File: src/rtl/cache_controller.sv
// Data-cache sequencer between the MEM stage and the SRAM controller.
// Read hits finish in the request cycle; misses fill a line; writes go through without allocate.
module cache_controller #(
    parameter logic [31:0] BASE_ADDR = 32'd1024,
    parameter int          CNT_W     = 16
) (
    input  logic             clk,
    input  logic             rst,
    input  logic             mem_r_en,
    input  logic             mem_w_en,
    input  logic [31:0]      address,
    input  logic [31:0]      wdata,
    output logic [31:0]      rdata,
    output logic             ready,
    output logic             sram_r_en,
    output logic             sram_w_en,
    output logic [31:0]      sram_address,
    output logic [31:0]      sram_wdata,
    input  logic [63:0]      sram_rdata,
    input  logic             sram_ready,
    output logic [16:0]      cache_address,
    output logic [63:0]      cache_write_data,
    output logic             cache_read_en,
    output logic             cache_write_en,
    output logic             cache_invalidate,
    input  logic [31:0]      cache_read_data,
    input  logic             cache_hit,
    output logic [CNT_W-1:0] hit_count,
    output logic [CNT_W-1:0] miss_count
);

    typedef enum logic [1:0] {
        IDLE,
        MISS,
        WRITE
    } state_t;

    state_t      state;
    state_t      state_next;
    logic [31:0] offset;
    logic        col;
    logic        hit_inc;
    logic        miss_inc;

    assign offset           = address - BASE_ADDR;
    assign col              = offset[2];
    assign cache_address    = offset[18:2];
    assign sram_address     = address;
    assign sram_wdata       = wdata;
    assign cache_write_data = sram_rdata;

    // NOTE: every output gets a default before the case so no path leaves one unassigned (no latches).
    always_comb begin
        state_next       = state;
        ready            = 1'b0;
        rdata            = '0;
        sram_r_en        = 1'b0;
        sram_w_en        = 1'b0;
        cache_read_en    = 1'b0;
        cache_write_en   = 1'b0;
        cache_invalidate = 1'b0;
        hit_inc          = 1'b0;
        miss_inc         = 1'b0;
        // Gating on rst drops the strobes immediately, before the async reset settles the state.
        if (!rst) begin
            case (state)
                IDLE: begin
                    if (mem_w_en) begin
                        cache_invalidate = 1'b1;
                        state_next       = WRITE;
                    end else if (mem_r_en) begin
                        if (cache_hit) begin
                            cache_read_en = 1'b1;
                            rdata         = cache_read_data;
                            ready         = 1'b1;
                            hit_inc       = 1'b1;
                        end else begin
                            miss_inc   = 1'b1;
                            state_next = MISS;
                        end
                    end else begin
                        ready = 1'b1;
                    end
                end
                MISS: begin
                    sram_r_en = 1'b1;
                    if (sram_ready) begin
                        cache_write_en = 1'b1;
                        ready          = 1'b1;
                        rdata          = col ? sram_rdata[63:32] : sram_rdata[31:0];
                        state_next     = IDLE;
                    end
                end
                WRITE: begin
                    sram_w_en = 1'b1;
                    if (sram_ready) begin
                        ready      = 1'b1;
                        state_next = IDLE;
                    end
                end
                default: state_next = IDLE;
            endcase
        end
    end

    // NOTE: registered state uses non-blocking assignments so all flops update from pre-edge values.
    always_ff @(posedge clk or posedge rst) begin
        if (rst) begin
            state <= IDLE;
        end else begin
            state <= state_next;
        end
    end

    always_ff @(posedge clk or posedge rst) begin
        if (rst) begin
            hit_count  <= '0;
            miss_count <= '0;
        end else begin
            if (hit_inc && (hit_count != {CNT_W{1'b1}})) begin
                hit_count <= hit_count + 1'b1;
            end
            if (miss_inc && (miss_count != {CNT_W{1'b1}})) begin
                miss_count <= miss_count + 1'b1;
            end
        end
    end

endmodule

File: config.mk
export PLATFORM = sky130hd
export DESIGN_NAME = cache_controller
export DESIGN_NICKNAME = d
export VERILOG_FILES = /design/src/rtl/cache_controller.sv
export SDC_FILE = /design/constraint.sdc
export NUM_CORES = 1
export LEC_CHECK = 0
export CAP_MARGIN = 20
export CORE_AREA = 2 2 148 150
export CTS_CLUSTER_SIZE = 14
export DETAILED_ROUTE_END_ITERATION = 8
export DIE_AREA = 0 0 150 152
export DONT_BUFFER_PORTS = 1
export GPL_TIMING_DRIVEN = 0
export SETUP_SLACK_MARGIN = 0.15
export SYNTH_ARGS = -nofsm -noshare
export SYNTH_HDL_FRONTEND = slang
export SYNTH_SLANG_ARGS = --single-unit
export TNS_END_PERCENT = 5
File: constraint.sdc
create_clock -name clk -period 3.1 [get_ports clk]
set_input_delay 0.775 -clock clk [delete_from_list [all_inputs] [get_ports clk]]
set_output_delay 0.775 -clock clk [all_outputs]
set_load 0.01 [all_outputs]
# After elaboration in Yosys (flattened, before gate mapping)
# Cells that the tools add are included.
[classes]
reduce_logical = 5
addsub = 3
n_mux = 36
n_bitwise = 1
eq_ne = 7
[ops]
columns = ["op", "n"]
rows = [
  ["2-to-1 mux 32 bit", 6],
  ["case mux 32 bit (2 select lines)", 1],
  ["adder 16 x 1 -> 16 bit (second input constant)", 2],
  ["!= test 16 bit (second input constant)", 2],
  ["2-to-1 mux 1 bit", 23],
  ["subtractor 19 x 11 -> 19 bit (second input constant)", 1],
  ["2-to-1 mux 2 bit", 4],
  ["!= test 3 bit (second input constant)", 2],
  ["case mux 2 bit (2 select lines)", 1],
  ["AND reduction 4 bit", 1],
  ["equality test 2 x 1 -> 1 bit (second input constant)", 1],
  ["equality test 2 bit (second input constant)", 1],
  ["logical AND 1 bit", 2],
  ["logical NOT 2 bit", 1],
  ["!= test 2 x 1 -> 1 bit (second input constant)", 1],
  ["case mux 1 bit (2 select lines)", 1],
  ["OR reduction 2 bit", 1],
  ["NOT 1 bit", 1],
]
[word_totals]
ff_bits = 34
out_inout_bits = 215
wordCells = 55

# Depth between registers and ports, before layout
[depth]
depth_word = 6
ltp_mapped = 8
ltp_nobuf = 6

# Worst setup path after synthesis
# Ideal clock, no wire load.
[synth_timing]
path_kind = "input to output"
from = "input rst"
to = "output rdata[10]"
arrival_ns = 2.365
setup_slack_ns = -0.040
cell_stages = 5
path_buffers = 2
path_cell_list = "buf_6 -> inv_1 -> o21ai_1 -> clkbuf_1 -> nor2_1"
[synth_between]
elab_chain_len = 1
[synth_lines]
columns = ["element", "line_no", "rtl"]
rows = [
  ["from (decl)", "8", "input logic rst,"],
  ["2-to-1 mux 32 bit", "65", "if (!rst) begin"],
  ["to (decl)", "13", "output logic [31:0] rdata,"],
]
# Every way passes these cells.

# Worst setup path after layout
[layout_timing]
from = "register state[0]"
to = "output rdata[17]"
[layout_between]
elab_chain_len = 3
word_cells_on_any_way = 4
[layout_lines]
columns = ["element", "line_no", "rtl"]
rows = [
  ["from (decl)", "38", "state_t state;"],
  ["from (signal assigned)", "111", "state <= state_next;"],
  ["equality test 2 x 1 -> 1 bit / logical NOT 2 bit (equally long branches)", "66", "case (state)"],
  ["case mux 32 bit (2 select lines) (*)", "66", ""],
  ["2-to-1 mux 32 bit (*)", "65", ""],
]
# Every way passes the cells marked *; elsewhere a longest branch is shown, timed or not.

==> results.toml <==
[outcome]
outcome = "complete, no violations"

[power]
peakVddDrop_mv = 0.317
leakagePower_nw = 2.12
power_density_nw_per_um2 = 465

[yosys]
yosys.area.top_type_share = 0.269
synth_flop_cell = "dfrtp_1"
synth.most_common_cell = "buf_4"
synth_adder_area_share = 0.0231
ys_seq_area_frac = 0.224
syn_area_sq_um = 3800
synth_nets = 647
post_synth_num_cell_types = 40
synth-seq-cells = 34
synth_top_family_by_area = "buffers and inverters"
syn_avg_cell_area_sq_um = 8.01
async_flop_share = 1.00
synthTopCellsByCount = "136 x buf_4, 76 x nor2_1, 34 x a21oi_1, 34 x dfrtp_1, 32 x mux2i_1"
synth_edf_count = 0
synthCells = 474
netlist.top_cell.by_area = "buf_4"
synthSimpleGateAreaFrac = 0.230
yosys.area_share.xor_xnor = 0.0807
synth_compound_area_frac = 0.0534
ys_top_cells_by_area = "buf_4 27%, dfrtp_1 22%, mux2i_1 8.4%"
ys_warn_count = 0
synthMuxAreaShare = 0.0932

[sta]
hold_viol = 0
max_freq_mhz = 352
fin_ws_ns = 0.259
setup_viol = 0
min_period_ns = 2.84
maxSlewHeadroom = 0.448
worst_slew_pin_slew_ns = 0.820
rsz0062_at_grt = "true"
report.final.slew_viol_count = 0
finalCritPeriodShare = 0.917
skew_ns = 0.00620

[final_layout]
finish.utilization = 0.209
drive_gt1_frac = 0.413
n_fill_cell = 2365
nNetsFinal = 656
areaGrowthSynthToFinish_pct = 17.2
diodes = 0

[route]
final_antenna_net_count = 0
drtIter0Drc = 85
firstDrtPassIters = 4
wl_per_cell_um = 16.6
drt_wl_total_mm = 12.6
drcViolationCount = 0
viasPerCell = 4.14
vias = 3160

[place]
place_ws_ns = -0.691
place_congestion = 0.889
port_buffers = 0
hpwl_mm = 10.8

[clock_tree]
clock_latency_ns = 0.28
clk_path_buf_depth = 2
cts_root_buffer = "clkbuf_16"
htree_num_levels = 2
numCtsBuffers = 5
cts_hold_buf = 0
clock_sinks = 34
clk_pin_slew_ns = 0.06
tritoncts = "built"

[global_routing]
gr-usage-all-layers = 0.0992
antenna_found_initial = 1
overflow = 0
grt_max_degree = 18
grt_pass1_wl_mm = 17.3
grt_pass1_vias = 2857

[setup_path]
critical_path_class = "reg2out"
required_ns = 2.32
critPathArrivalTime_ns = 2.07
cpPeakStageDelay_ns = 0.41
crit_slowest_cell = "dfrtp_1"
worst_setup_path_start_kind = "register"
worstSetupEndpointType = "primary output"
crit_top_cell = "clkbuf_4"
crit_fanout = 10
worstPathCellList = "inv_1, ha_4, nor2b_2, and3_1, clkbuf_4, clkbuf_4, a21oi_1, nor2_1"

[floorplan]
die_w_um = 150
row_count = 54
ioPinCount = 381
die_y_um = 152
start_util = 0.178
fp.coreArea_sq_um = 21400
die_area_sq_um = 22800

[job]
maxCapViolations = 0

[worst_hold_path]
hp-class = "reg2reg"
[worst max-delay path: cells and delay by family, from the launching register on]
family | cells | cell delay [ns]
buffers and inverters | 3 | 0.55
AND/OR/NAND/NOR | 3 | 0.54
flip-flops | 1 | 0.41
adder cells (fa/ha/maj) | 1 | 0.20
AO/OA/AOI/OAI | 1 | 0.08
[through the flow]
step,instances,total power (W),instance area (sq um),hold WS (ns),TNS (ns)
detailed placement,754,0.00135,4150,0.558,-20.19
finish,764,0.00207,4450,0.562,0
global placement,754,0.00135,4150,0.554,-19.98
floorplan,474,0.00119,3800,0.522,0
CTS,764,0.00204,4390,0.567,0
global route,764,0.00222,4450,0.592,0
[where the power goes]
group | leakage (nW) | total (W) | internal (W) | switching, W
logic | 1.56 | 0.000821 | 0.000331 | 0.000489
clock network | 0.0940 | 0.000659 | 0.000462 | 0.000197
registers | 0.460 | 0.000588 | 0.000492 | 0.0000957
[flip-flops by register name, summed over array words and instances, names as in the netlist]
register    cells
miss_count     16
hit_count      16
state           2
[worst paths after layout]
check | startpoint | end | slack (ns) | depth (start not counted)
setup / recovery | state[0] | rdata[17] | 0.26 | 8
min in group asynchronous | rst | miss_count[10] | 0.60 | 3
hold reg to reg | miss_count[4] | miss_count[4] | 0.56 | 1
setup reg to reg | hit_count[0] | hit_count[1] | 0.90 | 5
max in group asynchronous | rst | hit_count[6] | 2.06 | 2
hold / removal | miss_count[4] | miss_count[4] | 0.56 | 1
[repair_timing]
action	4_1_cts	5_1_grt
endpoints found under the hold margin	0	0
gates resized for setup	15	27
endpoints found under the setup margin	33	31
pin swaps	0	0
gates cloned	1	0
setup buffers	1	0
[logic make-up after synthesis]
family	after synthesis
XOR/XNOR	35
multiplexers	35
adder cells (fa/ha/maj)	7
flip-flops	34
buffers and inverters	161
AND/OR/NAND/NOR	163
AO/OA/AOI/OAI	39
[layer usage]
layer,GRT usage,wire length [um],vias up
met2,0.165,6080,182
met1,0.122,5070,1491
met4,0.0202,180,2
li1,-,-,1471
met5,0,11,-
met3,0.0375,1310,14
[final cells by class]
cell class	count	area (sq um)	share of cell area
multi-input cells	279	1900	0.426
plain buffers	151	1110	0.249
flip-flops and latches	34	851	0.191
well taps	280	350	0.0787
clock buffers	5	125	0.0281
clock inverters	3	68.8	0.0155
inverters	10	41.3	0.00927
repair buffers	1	7.51	0.00169
repair inverters	1	5.00	0.00112
[layout by cell type (no fill, tap or decap), types with 2 or more instances in the layout]
cell / instances
nor3_1: 15
nand2_1: 17
and4_1: 2
nor4b_1: 3
and3_1: 3
clkbuf_16: 5
ha_1: 6
nand3_1: 13
xnor2_1: 7
nor2_2: 21
buf_2: 3
clkbuf_4: 4
bufinv_16: 2
mux2_2: 3
nor2_1: 55
a21oi_1: 34
nor4_1: 3
nor4_2: 2
xor2_1: 28
buf_4: 137
nor4b_2: 2
clkbuf_1: 4
mux2i_1: 32
dfrtp_1: 34
clkbuf_2: 3
and2b_2: 2
inv_1: 9
or4_4: 3
nand4_1: 9
nor3b_1: 3
(Power assumes the default switching activity.)
